==> src/rtl/axis_header_inserter_if.sv <==
// Signal bundle for the header inserter: payload, header and egress channels.
// The slave modport is the inserter's own view; master is the upstream/downstream side.
interface axis_header_inserter_if #(
    parameter int DATA_WD      = 32,
    parameter int DATA_BYTE_WD = DATA_WD / 8,
    parameter int BYTE_CNT_WD  = $clog2(DATA_BYTE_WD)
);
    logic                    valid_in;
    logic                    ready_in;
    logic [DATA_WD-1:0]      data_in;
    logic [DATA_BYTE_WD-1:0] keep_in;
    logic                    last_in;

    logic                    valid_insert;
    logic                    ready_insert;
    logic [DATA_WD-1:0]      data_insert;
    logic [DATA_BYTE_WD-1:0] keep_insert;
    logic [BYTE_CNT_WD:0]    byte_insert_cnt;

    logic                    valid_out;
    logic                    ready_out;
    logic [DATA_WD-1:0]      data_out;
    logic [DATA_BYTE_WD-1:0] keep_out;
    logic                    last_out;
    logic                    err_fmt;

    modport slave (
        input  valid_in, data_in, keep_in, last_in,
        input  valid_insert, data_insert, keep_insert, byte_insert_cnt,
        input  ready_out,
        output ready_in, ready_insert,
        output valid_out, data_out, keep_out, last_out, err_fmt
    );

    modport master (
        output valid_in, data_in, keep_in, last_in,
        output valid_insert, data_insert, keep_insert, byte_insert_cnt,
        output ready_out,
        input  ready_in, ready_insert,
        input  valid_out, data_out, keep_out, last_out, err_fmt
    );
endinterface

==> src/rtl/axis_header_inserter.sv <==
// Prepends a 0..W byte header to each AXI-Stream packet, re-aligning payload beats
// through a residual register and emitting a flush beat when the tail overflows.
module axis_header_inserter #(
    parameter int DATA_WD      = 32,
    parameter int DATA_BYTE_WD = DATA_WD / 8,
    parameter int BYTE_CNT_WD  = $clog2(DATA_BYTE_WD)
) (
    input  logic                   clk,
    input  logic                   rst_n,
    axis_header_inserter_if.slave  bus
);

    localparam int CW = BYTE_CNT_WD + 2;
    localparam logic [CW-1:0] W_C = CW'(DATA_BYTE_WD);

    typedef enum logic [1:0] {
        S_IDLE   = 2'd0,
        S_HDR    = 2'd1,
        S_STREAM = 2'd2,
        S_FLUSH  = 2'd3
    } state_t;

    function automatic logic [DATA_WD-1:0] bytes_to_bits(input logic [DATA_BYTE_WD-1:0] k);
        logic [DATA_WD-1:0] r;
        r = {DATA_WD{1'b0}};
        for (int i = 0; i < DATA_BYTE_WD; i++) begin
            r[8*i +: 8] = {8{k[i]}};
        end
        return r;
    endfunction

    function automatic logic [DATA_BYTE_WD-1:0] keep_low(input logic [CW-1:0] n);
        logic [DATA_BYTE_WD-1:0] r;
        for (int i = 0; i < DATA_BYTE_WD; i++) begin
            r[i] = (CW'(i) < n);
        end
        return r;
    endfunction

    function automatic logic [DATA_BYTE_WD-1:0] keep_top(input logic [CW-1:0] n);
        logic [DATA_BYTE_WD-1:0] r;
        for (int i = 0; i < DATA_BYTE_WD; i++) begin
            r[DATA_BYTE_WD-1-i] = (CW'(i) < n);
        end
        return r;
    endfunction

    function automatic logic [CW-1:0] count_ones(input logic [DATA_BYTE_WD-1:0] k);
        logic [CW-1:0] c;
        c = {CW{1'b0}};
        for (int i = 0; i < DATA_BYTE_WD; i++) begin
            c = c + {{(CW-1){1'b0}}, k[i]};
        end
        return c;
    endfunction

    state_t                  state_q, state_d;
    logic [CW-1:0]           n_q, n_d;
    logic [DATA_WD-1:0]      r_q, r_d;
    logic [DATA_BYTE_WD-1:0] flush_keep_q, flush_keep_d;
    logic                    valid_out_q, valid_out_d;
    logic [DATA_WD-1:0]      data_out_q, data_out_d;
    logic [DATA_BYTE_WD-1:0] keep_out_q, keep_out_d;
    logic                    last_out_q, last_out_d;
    logic                    err_q, err_d;

    logic                    load_ok_s;
    logic                    ready_in_s;
    logic                    pay_acc_s;
    logic [CW-1:0]           cnt_ext_s;
    logic [CW-1:0]           n_clamp_s;
    logic [CW-1:0]           m_s;
    logic [CW-1:0]           total_s;
    logic [2*DATA_WD-1:0]    cat_s;
    logic [DATA_WD-1:0]      shift_out_s;
    logic [DATA_WD-1:0]      flush_data_s;

    assign load_ok_s  = !valid_out_q || bus.ready_out;
    assign ready_in_s = ((state_q == S_HDR) || (state_q == S_STREAM)) && load_ok_s;
    assign pay_acc_s  = bus.valid_in && ready_in_s;
    assign cnt_ext_s  = {1'b0, bus.byte_insert_cnt};
    assign n_clamp_s  = (cnt_ext_s > W_C) ? W_C : cnt_ext_s;
    assign m_s        = bus.last_in ? count_ones(bus.keep_in) : W_C;
    assign total_s    = n_q + m_s;

    // R supplies the leading n bytes; the top W-n payload bytes fill the rest of the beat.
    assign cat_s        = {r_q, bus.data_in} >> {n_q, 3'b000};
    assign shift_out_s  = cat_s[DATA_WD-1:0];
    assign flush_data_s = (r_q << {W_C - n_q, 3'b000}) & bytes_to_bits(flush_keep_q);

    // Next-state, residual and output-register computation.
    always_comb begin
        state_d      = state_q;
        n_d          = n_q;
        r_d          = r_q;
        flush_keep_d = flush_keep_q;
        valid_out_d  = load_ok_s ? 1'b0 : valid_out_q;
        data_out_d   = data_out_q;
        keep_out_d   = keep_out_q;
        last_out_d   = last_out_q;
        err_d        = 1'b0;

        case (state_q)
            S_IDLE: begin
                if (bus.valid_insert) begin
                    n_d     = n_clamp_s;
                    r_d     = bus.data_insert & bytes_to_bits(keep_low(n_clamp_s));
                    err_d   = (bus.keep_insert != keep_low(n_clamp_s));
                    state_d = S_HDR;
                end else begin
                    state_d = S_IDLE;
                end
            end
            S_HDR, S_STREAM: begin
                if (pay_acc_s) begin
                    valid_out_d = 1'b1;
                    r_d         = bus.data_in & bytes_to_bits(keep_low(n_q));
                    err_d       = !bus.last_in && (bus.keep_in != {DATA_BYTE_WD{1'b1}});
                    if (!bus.last_in) begin
                        data_out_d = shift_out_s;
                        keep_out_d = {DATA_BYTE_WD{1'b1}};
                        last_out_d = 1'b0;
                        state_d    = S_STREAM;
                    end else if (total_s > W_C) begin
                        data_out_d   = shift_out_s;
                        keep_out_d   = {DATA_BYTE_WD{1'b1}};
                        last_out_d   = 1'b0;
                        flush_keep_d = keep_top(total_s - W_C);
                        state_d      = S_FLUSH;
                    end else begin
                        data_out_d = shift_out_s & bytes_to_bits(keep_top(total_s));
                        keep_out_d = keep_top(total_s);
                        last_out_d = 1'b1;
                        state_d    = S_IDLE;
                    end
                end else begin
                    state_d = state_q;
                end
            end
            S_FLUSH: begin
                if (load_ok_s) begin
                    valid_out_d = 1'b1;
                    data_out_d  = flush_data_s;
                    keep_out_d  = flush_keep_q;
                    last_out_d  = 1'b1;
                    state_d     = S_IDLE;
                end else begin
                    state_d = S_FLUSH;
                end
            end
            default: begin
                state_d = S_IDLE;
            end
        endcase
    end

    // State, residual and output registers.
    always_ff @(posedge clk or negedge rst_n) begin
        if (!rst_n) begin
            state_q      <= S_IDLE;
            n_q          <= {CW{1'b0}};
            r_q          <= {DATA_WD{1'b0}};
            flush_keep_q <= {DATA_BYTE_WD{1'b0}};
            valid_out_q  <= 1'b0;
            data_out_q   <= {DATA_WD{1'b0}};
            keep_out_q   <= {DATA_BYTE_WD{1'b0}};
            last_out_q   <= 1'b0;
            err_q        <= 1'b0;
        end else begin
            state_q      <= state_d;
            n_q          <= n_d;
            r_q          <= r_d;
            flush_keep_q <= flush_keep_d;
            valid_out_q  <= valid_out_d;
            data_out_q   <= data_out_d;
            keep_out_q   <= keep_out_d;
            last_out_q   <= last_out_d;
            err_q        <= err_d;
        end
    end

    assign bus.ready_in     = ready_in_s;
    assign bus.ready_insert = (state_q == S_IDLE);
    assign bus.valid_out    = valid_out_q;
    assign bus.data_out     = data_out_q;
    assign bus.keep_out     = keep_out_q;
    assign bus.last_out     = last_out_q;
    assign bus.err_fmt      = err_q;

endmodule

==> src/flat_wrapper.sv <==
// flat-port wrapper written by rule: the top's interface ports become plain ports
module axis_header_inserter_flat 
#(
    parameter int DATA_WD      = 32,
    parameter int DATA_BYTE_WD = DATA_WD / 8,
    parameter int BYTE_CNT_WD  = $clog2(DATA_BYTE_WD)
)
  (clk, rst_n, bus_valid_in, bus_data_in, bus_keep_in, bus_last_in, bus_valid_insert, bus_data_insert, bus_keep_insert, bus_byte_insert_cnt, bus_ready_out, bus_ready_in, bus_ready_insert, bus_valid_out, bus_data_out, bus_keep_out, bus_last_out, bus_err_fmt);
  axis_header_inserter_if #(.DATA_WD(DATA_WD), .DATA_BYTE_WD(DATA_BYTE_WD), .BYTE_CNT_WD(BYTE_CNT_WD)) bus_i ();
  input  logic clk;
  input  logic rst_n;
  input wire logic [$bits(bus_i.valid_in)-1:0] bus_valid_in;
  input wire logic [$bits(bus_i.data_in)-1:0] bus_data_in;
  input wire logic [$bits(bus_i.keep_in)-1:0] bus_keep_in;
  input wire logic [$bits(bus_i.last_in)-1:0] bus_last_in;
  input wire logic [$bits(bus_i.valid_insert)-1:0] bus_valid_insert;
  input wire logic [$bits(bus_i.data_insert)-1:0] bus_data_insert;
  input wire logic [$bits(bus_i.keep_insert)-1:0] bus_keep_insert;
  input wire logic [$bits(bus_i.byte_insert_cnt)-1:0] bus_byte_insert_cnt;
  input wire logic [$bits(bus_i.ready_out)-1:0] bus_ready_out;
  output wire logic [$bits(bus_i.ready_in)-1:0] bus_ready_in;
  output wire logic [$bits(bus_i.ready_insert)-1:0] bus_ready_insert;
  output wire logic [$bits(bus_i.valid_out)-1:0] bus_valid_out;
  output wire logic [$bits(bus_i.data_out)-1:0] bus_data_out;
  output wire logic [$bits(bus_i.keep_out)-1:0] bus_keep_out;
  output wire logic [$bits(bus_i.last_out)-1:0] bus_last_out;
  output wire logic [$bits(bus_i.err_fmt)-1:0] bus_err_fmt;
  assign bus_i.valid_in = bus_valid_in;
  assign bus_i.data_in = bus_data_in;
  assign bus_i.keep_in = bus_keep_in;
  assign bus_i.last_in = bus_last_in;
  assign bus_i.valid_insert = bus_valid_insert;
  assign bus_i.data_insert = bus_data_insert;
  assign bus_i.keep_insert = bus_keep_insert;
  assign bus_i.byte_insert_cnt = bus_byte_insert_cnt;
  assign bus_i.ready_out = bus_ready_out;
  assign bus_ready_in = bus_i.ready_in;
  assign bus_ready_insert = bus_i.ready_insert;
  assign bus_valid_out = bus_i.valid_out;
  assign bus_data_out = bus_i.data_out;
  assign bus_keep_out = bus_i.keep_out;
  assign bus_last_out = bus_i.last_out;
  assign bus_err_fmt = bus_i.err_fmt;
  axis_header_inserter #(.DATA_WD(DATA_WD), .DATA_BYTE_WD(DATA_BYTE_WD), .BYTE_CNT_WD(BYTE_CNT_WD)) u_core (.clk(clk), .rst_n(rst_n), .bus(bus_i));
endmodule
==> config.mk <==
export PLATFORM = sky130hd
export DESIGN_NAME = axis_header_inserter_flat
export DESIGN_NICKNAME = d
export VERILOG_FILES = /design/src/rtl/axis_header_inserter_if.sv /design/src/rtl/axis_header_inserter.sv /design/src/flat_wrapper.sv
export SDC_FILE = /design/constraint.sdc
export NUM_CORES = 1
export LEC_CHECK = 0
export BUFFER_PORTS_ARGS = -buffer_cell sky130_fd_sc_hd__buf_2
export CORE_MARGIN = 2
export CORE_UTILIZATION = 50
export DETAILED_ROUTE_END_ITERATION = 10
export PLACE_DENSITY = 0.85
export SYNTH_ARGS = -nofsm -noshare
export SYNTH_HDL_FRONTEND = slang
export SYNTH_SLANG_ARGS = --single-unit
==> constraint.sdc <==
create_clock -name clk -period 2.9 [get_ports clk]
set_clock_uncertainty 0.15 [all_clocks]
set_input_delay 0.29 -clock clk [delete_from_list [all_inputs] [get_ports clk]]
set_output_delay 0.29 -clock clk [all_outputs]
set_load 0.01 [all_outputs]
## Yosys cells after proc, flatten, opt, wreduce, memory -nomap -nowiden

Cells that the tools add are included.

- Logic and storage cells: 95
- Output and inout port bits: 41
- Register bits after elaboration: 81

- Bitwise gates (word level): 4
- Add/subtract/negate cells: 6
- $lt $le $gt $ge: 18
- Reductions and logical operators: 15
- Mux-type cells: 33
- Equal/unequal tests: 8
- Shift-type cells: 2

Operators with widths:

| cell | number |
|---|---|
| two-way mux 32 bit | 6 |
| AND 32 bit | 4 |
| one-hot mux 32 bit (2 select lines) | 2 |
| >> shifter 64 x 7 -> 32 bit | 1 |
| < comparator 1 x 4 -> 1 bit, first input constant | 8 |
| < comparator 2 x 4 -> 1 bit, first input constant | 8 |
| left shift 32 x 7 -> 32 bit | 1 |
| two-way mux 4 bit | 5 |
| two-way mux 1 bit | 10 |
| adder 4 x 1 -> 4 bit | 2 |
| two-way mux 2 bit | 4 |
| one-hot mux 4 bit (2 select lines) | 1 |
| one-hot mux 1 bit (2 select lines) | 3 |
| one-hot mux 2 bit (3 select lines) | 1 |
| AND reduction 3 bit | 2 |
| adder 4 bit | 1 |
| equality test 2 bit, second input constant | 2 |
| greater-than comparator 4 x 3 -> 1 bit, second input constant | 1 |
| != test 2 x 1 -> 1 bit, second input constant | 2 |
| != test 4 bit | 1 |
| != test 4 bit, second input constant | 1 |
| AND reduction 4 bit | 1 |
| nonzero test 2 bit | 2 |
| subtractor 3 x 4 -> 4 bit, first input constant | 1 |
| 12 further kinds | 16 |

## Longest topological paths before layout

- Depth in word-level cells: 11
- Gate-level depth with buffers: 13
- Mapped depth without buffers: 13

## Worst setup path after synthesis

Ideal clock, no wire load.

- Path type: input to register
- Start point: input bus_keep_in[0]
- End point: register u_core.data_out_q[10], in the netlist u_core.bus.data_out[10]
- Arrival time: 2.887 ns
- Stages on the path: 12
- Required time: 2.613 ns
- Setup slack: -0.274 ns
- Buffers on the path: 0
- Library setup time: 0.137 ns
- Cells stage by stage: ha_1 > inv_1 > fa_1 > nor2_1 > ha_1 > inv_1 > fa_1 > xnor2_1 > a2111oi_4 > a21oi_1 > a32oi_1 > a21oi_1

- Longest elaborated chain between the ends: 11

RTL lines:

| item | line | RTL |
|---|---|---|
| start: declaration | flat_wrapper.sv:14 | `input wire logic [$bits(bus_i.keep_in)-1:0] bus_keep_in;` |
| adder 1 x 1 -> 2 bit * | axis_header_inserter.sv:52 | `c = c + {{(CW-1){1'b0}}, k[i]};` |
| adder 4 x 1 -> 4 bit * (2 in series) | axis_header_inserter.sv:52 |  |
| two-way mux 4 bit * | axis_header_inserter.sv:83 | `assign m_s = bus.last_in ? count_ones(bus.keep_in) : W_C;` |
| adder 4 bit * | axis_header_inserter.sv:84 | `assign total_s = n_q + m_s;` |
| < comparator 2 x 4 -> 1 bit | axis_header_inserter.sv:43 | `r[DATA_BYTE_WD-1-i] = (CW'(i) < n);` |
| AND 32 bit | axis_header_inserter.sv:131 | `data_out_d = shift_out_s & bytes_to_bits(keep_top(total_s));` |
| two-way mux 32 bit * | axis_header_inserter.sv:124 | `end else if (total_s > W_C) begin` |
| two-way mux 32 bit * | axis_header_inserter.sv:119 | `if (!bus.last_in) begin` |
| two-way mux 32 bit * | axis_header_inserter.sv:115 | `if (pay_acc_s) begin` |
| one-hot mux 32 bit (2 select lines) * | axis_header_inserter.sv:103 | `case (state_q)` |
| end signal: assignment | axis_header_inserter.sv:165 | `data_out_q <= {DATA_WD{1'b0}};` |
| end signal: assignment | axis_header_inserter.sv:175 | `data_out_q <= data_out_d;` |
| end: declaration | axis_header_inserter.sv:62 | `logic [DATA_WD-1:0] data_out_q, data_out_d;` |

Mark *: on every way between the ends. The rest lies on a longest branch, timed or not. The select of a mux whose other input is x is not followed.
A chain may end at the register's enable or synchronous reset.

## Worst setup path in the final report

- Start point: input bus_keep_in[0]
- End point: register u_core.data_out_q[23], in the netlist u_core.bus.data_out[23]

- Longest elaborated chain between the ends: 11

RTL lines:

| item | line |
|---|---|
| adder 1 x 1 -> 2 bit * | axis_header_inserter.sv:52 |
| adder 4 x 1 -> 4 bit * (2 in series) | axis_header_inserter.sv:52 |
| two-way mux 4 bit * | axis_header_inserter.sv:83 |
| adder 4 bit * | axis_header_inserter.sv:84 |
| < comparator 1 x 4 -> 1 bit | axis_header_inserter.sv:43 |
| AND 32 bit | axis_header_inserter.sv:131 |
| two-way mux 32 bit * | axis_header_inserter.sv:124 |
| two-way mux 32 bit * | axis_header_inserter.sv:119 |
| two-way mux 32 bit * | axis_header_inserter.sv:115 |
| one-hot mux 32 bit (2 select lines) * | axis_header_inserter.sv:103 |

Marked as above.

==> results.md <==
* Status: complete, but fails checks
* Failing checks: negative setup slack
* RR Endpoint: u_core.bus.data_out[23]$_DFFE_PN0P_
* Vias per cell at 6.46
* Worst Path Arrival at 2990 ps
* Max Cap Viol at 0
* Slew headroom at 50.4%
* Met1 usage at 42.4%
* Max FO, Critical Path at 8
* Comb power frac at 65.3%
* TritonCTS Buffers at 9
* Layout cells sized above 1 at 29.6%
* First-pass GRT wire length at 29,800 um
* Routed Antenna Nets at 0
* Peak supply drop at 0.640 mV
* Synth Instances at 665
* Post-Syn Area at 5800 um2
* Flop pwr share at 23.7%
* Max Freq at 341 MHz
* Worst EP required at 2960 ps
* Synth warn at 0
* RD Place Congestion at 0.985
* Row Count at 39
* Hold endpoint: u_core.r_q[4]$_DFFE_PN0P_
* Drt initial violations at 701
* DR WL/cell at 20.7 um
* PwrDens at 1410 nW/um2
* M3 GR Usage at 5.82%
* Clk Latency, worst-skew pair at 360 ps
* Distinct cells, synth at 53
* Final Max Slew Viols at 0
* Overflow after GRT at 0
* Sw Ratio at 49.1%
* Top-Level Pins at 122
* Root Buffer: clkbuf_16
* Largest area contributor in the netlist: dfrtp_1
* Pint at 5.10 mW
* Final hold violations at 0
* LEAKAGE at 3.04 nW
* Reg2reg path depth at 7
* Crit end category: register
* Vias at 5,991
* Number of global-route vias before repair at 5,406
* Largest net degree at the start of global routing at 115
* CTS tree: yes
* Clk buf depth at 2
* Clock slew at reported path FFs at 70 ps
* Worst Hold Class: in -> reg
* Initial antenna violation count at 0
* Net switching power at 4.93 mW
* Overall routed net length at 19,200 um
* Htree depth at 3
* Mapped Nets at 758
* Fin crit share at 101%
* Slew @ Worst Pin at 742 ps
* Worst setup SP type: primary input
* Min Tclk post-route at 2930 ps
* Reg-to-Reg Start: u_core.n_q[1]$_DFFE_PN0P_
* Starting Density at 51.0%
* Register bit count reported by yosys at 80
* Die height at 112 um
* First drt pass iteration count at 6
* RSZ-0062 raised after global routing: true
* WHS at 91.4 ps
* Post-synth ARST share at 100%
* Total GRT Usage at 30.5%
* Proportion of netlist area held by the largest area contributor at 34.5%
* Remaining DRCs at 0
* I/O Buffers at 121
* R2R setup slack at 320 ps
* N_diodes at 0
* Final WS setup at -29.8 ps
* Busiest grt layer: met2
* Tot Pwr at 10.0 mW
* Final setup violation count at 3
* Avg Cell Area, Syn at 8.72 um2
* Final #Nets at 872
* Core ar. at 11,400 um2
* Crit path kind: in -> reg
* Synth-to-layout area growth at 23.1%
* Chip Width at 112 um
* Clock Power Share at 11.0%
* Most used DFF post-synth: dfrtp_1
* Final HPWL DP at 14,200 um
* Post-synth EDFFs at 0
* CTS sink cnt at 80
* HP Start: bus_data_insert[4]
* M2 GR Usage at 45.7%
* Die area at 12,500 um2
* Register area share after synthesis at 34.5%
* Setup TNS at -73.4 ps
* Worst setup path start: bus_keep_in[0]
* Hold Path Cell Cnt at 3
* Synth top area cells: dfrtp_1 35%, a21oi_1 8.5%, mux2i_1 7.1%
## metrics by stage
stage / cell area (um2) / instances / worst slack [ps] / utilization (%)
after CTS: 7030 / 924 / -26.1 / 61.8
after global routing: 7140 / 927 / -160 / 62.8
after floorplan: 5830 / 665 / -88.1 / -
final: 7140 / 927 / -29.8 / 62.8
after detailed placement: 6730 / 907 / -422 / 59.2
after global placement: 6730 / 907 / -331 / 59.2
## what timing repair did
action / CTS / global route
endpoints found under the hold margin: 46 / 0
endpoints found under the setup margin: 17 / 39
resized for setup: 3 / 14
hold buffers: 1 / 0
pin swaps: 2 / 5
setup buffers: 0 / 3
## synthesized netlist by cell type (3+ instances only)
cell type and instances:
a211oi_1 18, a21o_2 6, a21oi_1 99, a221oi_1 10, a22oi_1 39, a32oi_1 5, and2_1 4, and3_1 3
buf_1 7, buf_2 14, buf_4 3, clkbuf_1 28, dfrtp_1 80, ha_1 10, inv_1 15, mux2_2 17
mux2i_1 41, mux4_2 10, nand2_1 36, nand2b_1 21, nand3_1 5, nor2_1 73, nor2b_1 28, nor3_1 12
o211ai_1 6, o21ai_0 22, o22ai_1 16, o311ai_0 8
## logic make-up after synthesis
kind of cell / Yosys count / synth area share, %
muxes: 68 / 14.3
xor gates and xnor gates: 1 / 0.151
buffers and inverters: 68 / 4.92
and+or+nand+nor: 189 / 15.4
AOI/OAI and AO/OA: 247 / 27.9
adders and majority gates: 12 / 2.85
DFF: 80 / 34.5
## power groups by stage
stage	clock network (mW)	logic, mW	registers (mW)
after global placement	0	6.10	2.32
after CTS	1.10	6.31	2.33
after floorplan	0	4.33	2.22
final	1.10	6.55	2.38
after global routing	1.16	7.10	2.41
after detailed placement	0	6.24	2.34
## worst max-delay path, cell delays in order
cell	delay, ps
buf_6	100
ha_4	220
inv_2	50
fa_2	430
nor2_2	100
ha_2	210
inv_2	40
fa_2	380
xnor2_4	160
a2111oi_4	370
a2111o_1	360
nand2b_4	180
o311ai_1	100
## final cells by class
cell class                      count  area [um2]
Fill cell                         944        4230
Multi-Input combinational cell    517        3670
Sequential cell                    80        2010
Timing Repair Buffer              156         948
Clock buffer                        9         225
Tap cell                          143         179
Inverter                           15        56.3
Clock inverter                      7        53.8
## registers in the layout, summed over array words and instances (netlist names)
name	count
u_core.r_q	32
u_core.bus.data_out	32
u_core.n_q	3
u_core.flush_keep_q	4
u_core.bus.err_fmt	1
u_core.bus.keep_out	4
u_core.bus.last_out	1
u_core.bus.valid_out	1
u_core.state_q	2
## routing by layer
metal	wire [um]	vias up
li1	-	2709
met1	7520	2804
met2	8680	405
met3	2080	73
met4	890	0
met5	0	-
## cell usage in the layout, fill, tap and decap left out, types with 10 or more instances in the layout
| cell type | instances |
|---|---|
| nor3_1 | 11 |
| a21oi_1 | 98 |
| mux2i_1 | 41 |
| inv_1 | 11 |
| a22oi_1 | 39 |
| buf_4 | 30 |
| nand2b_1 | 19 |
| dfrtp_1 | 79 |
| nor2b_1 | 28 |
| o22ai_1 | 15 |
| mux2_2 | 17 |
| nand2_1 | 35 |
| nor2_1 | 72 |
| o21ai_0 | 22 |
| a211oi_1 | 18 |
| buf_2 | 118 |
| mux4_2 | 10 |
## worst max-delay path by stage
stage	to	slack, ps	cells past startpoint
after global placement	u_core.bus.data_out[20]$_DFFE_PN0P_	-330	14
after floorplan	u_core.state_q[0]$_DFFE_PN0P_	-90	12
after CTS	u_core.bus.data_out[23]$_DFFE_PN0P_	-30	13
final	u_core.bus.data_out[23]$_DFFE_PN0P_	-30	13
after detailed placement	u_core.bus.data_out[23]$_DFFE_PN0P_	-420	14
after global routing	u_core.bus.data_out[23]$_DFFE_PN0P_	-160	13
No activity file was read; power rests on OpenSTA's default activity.
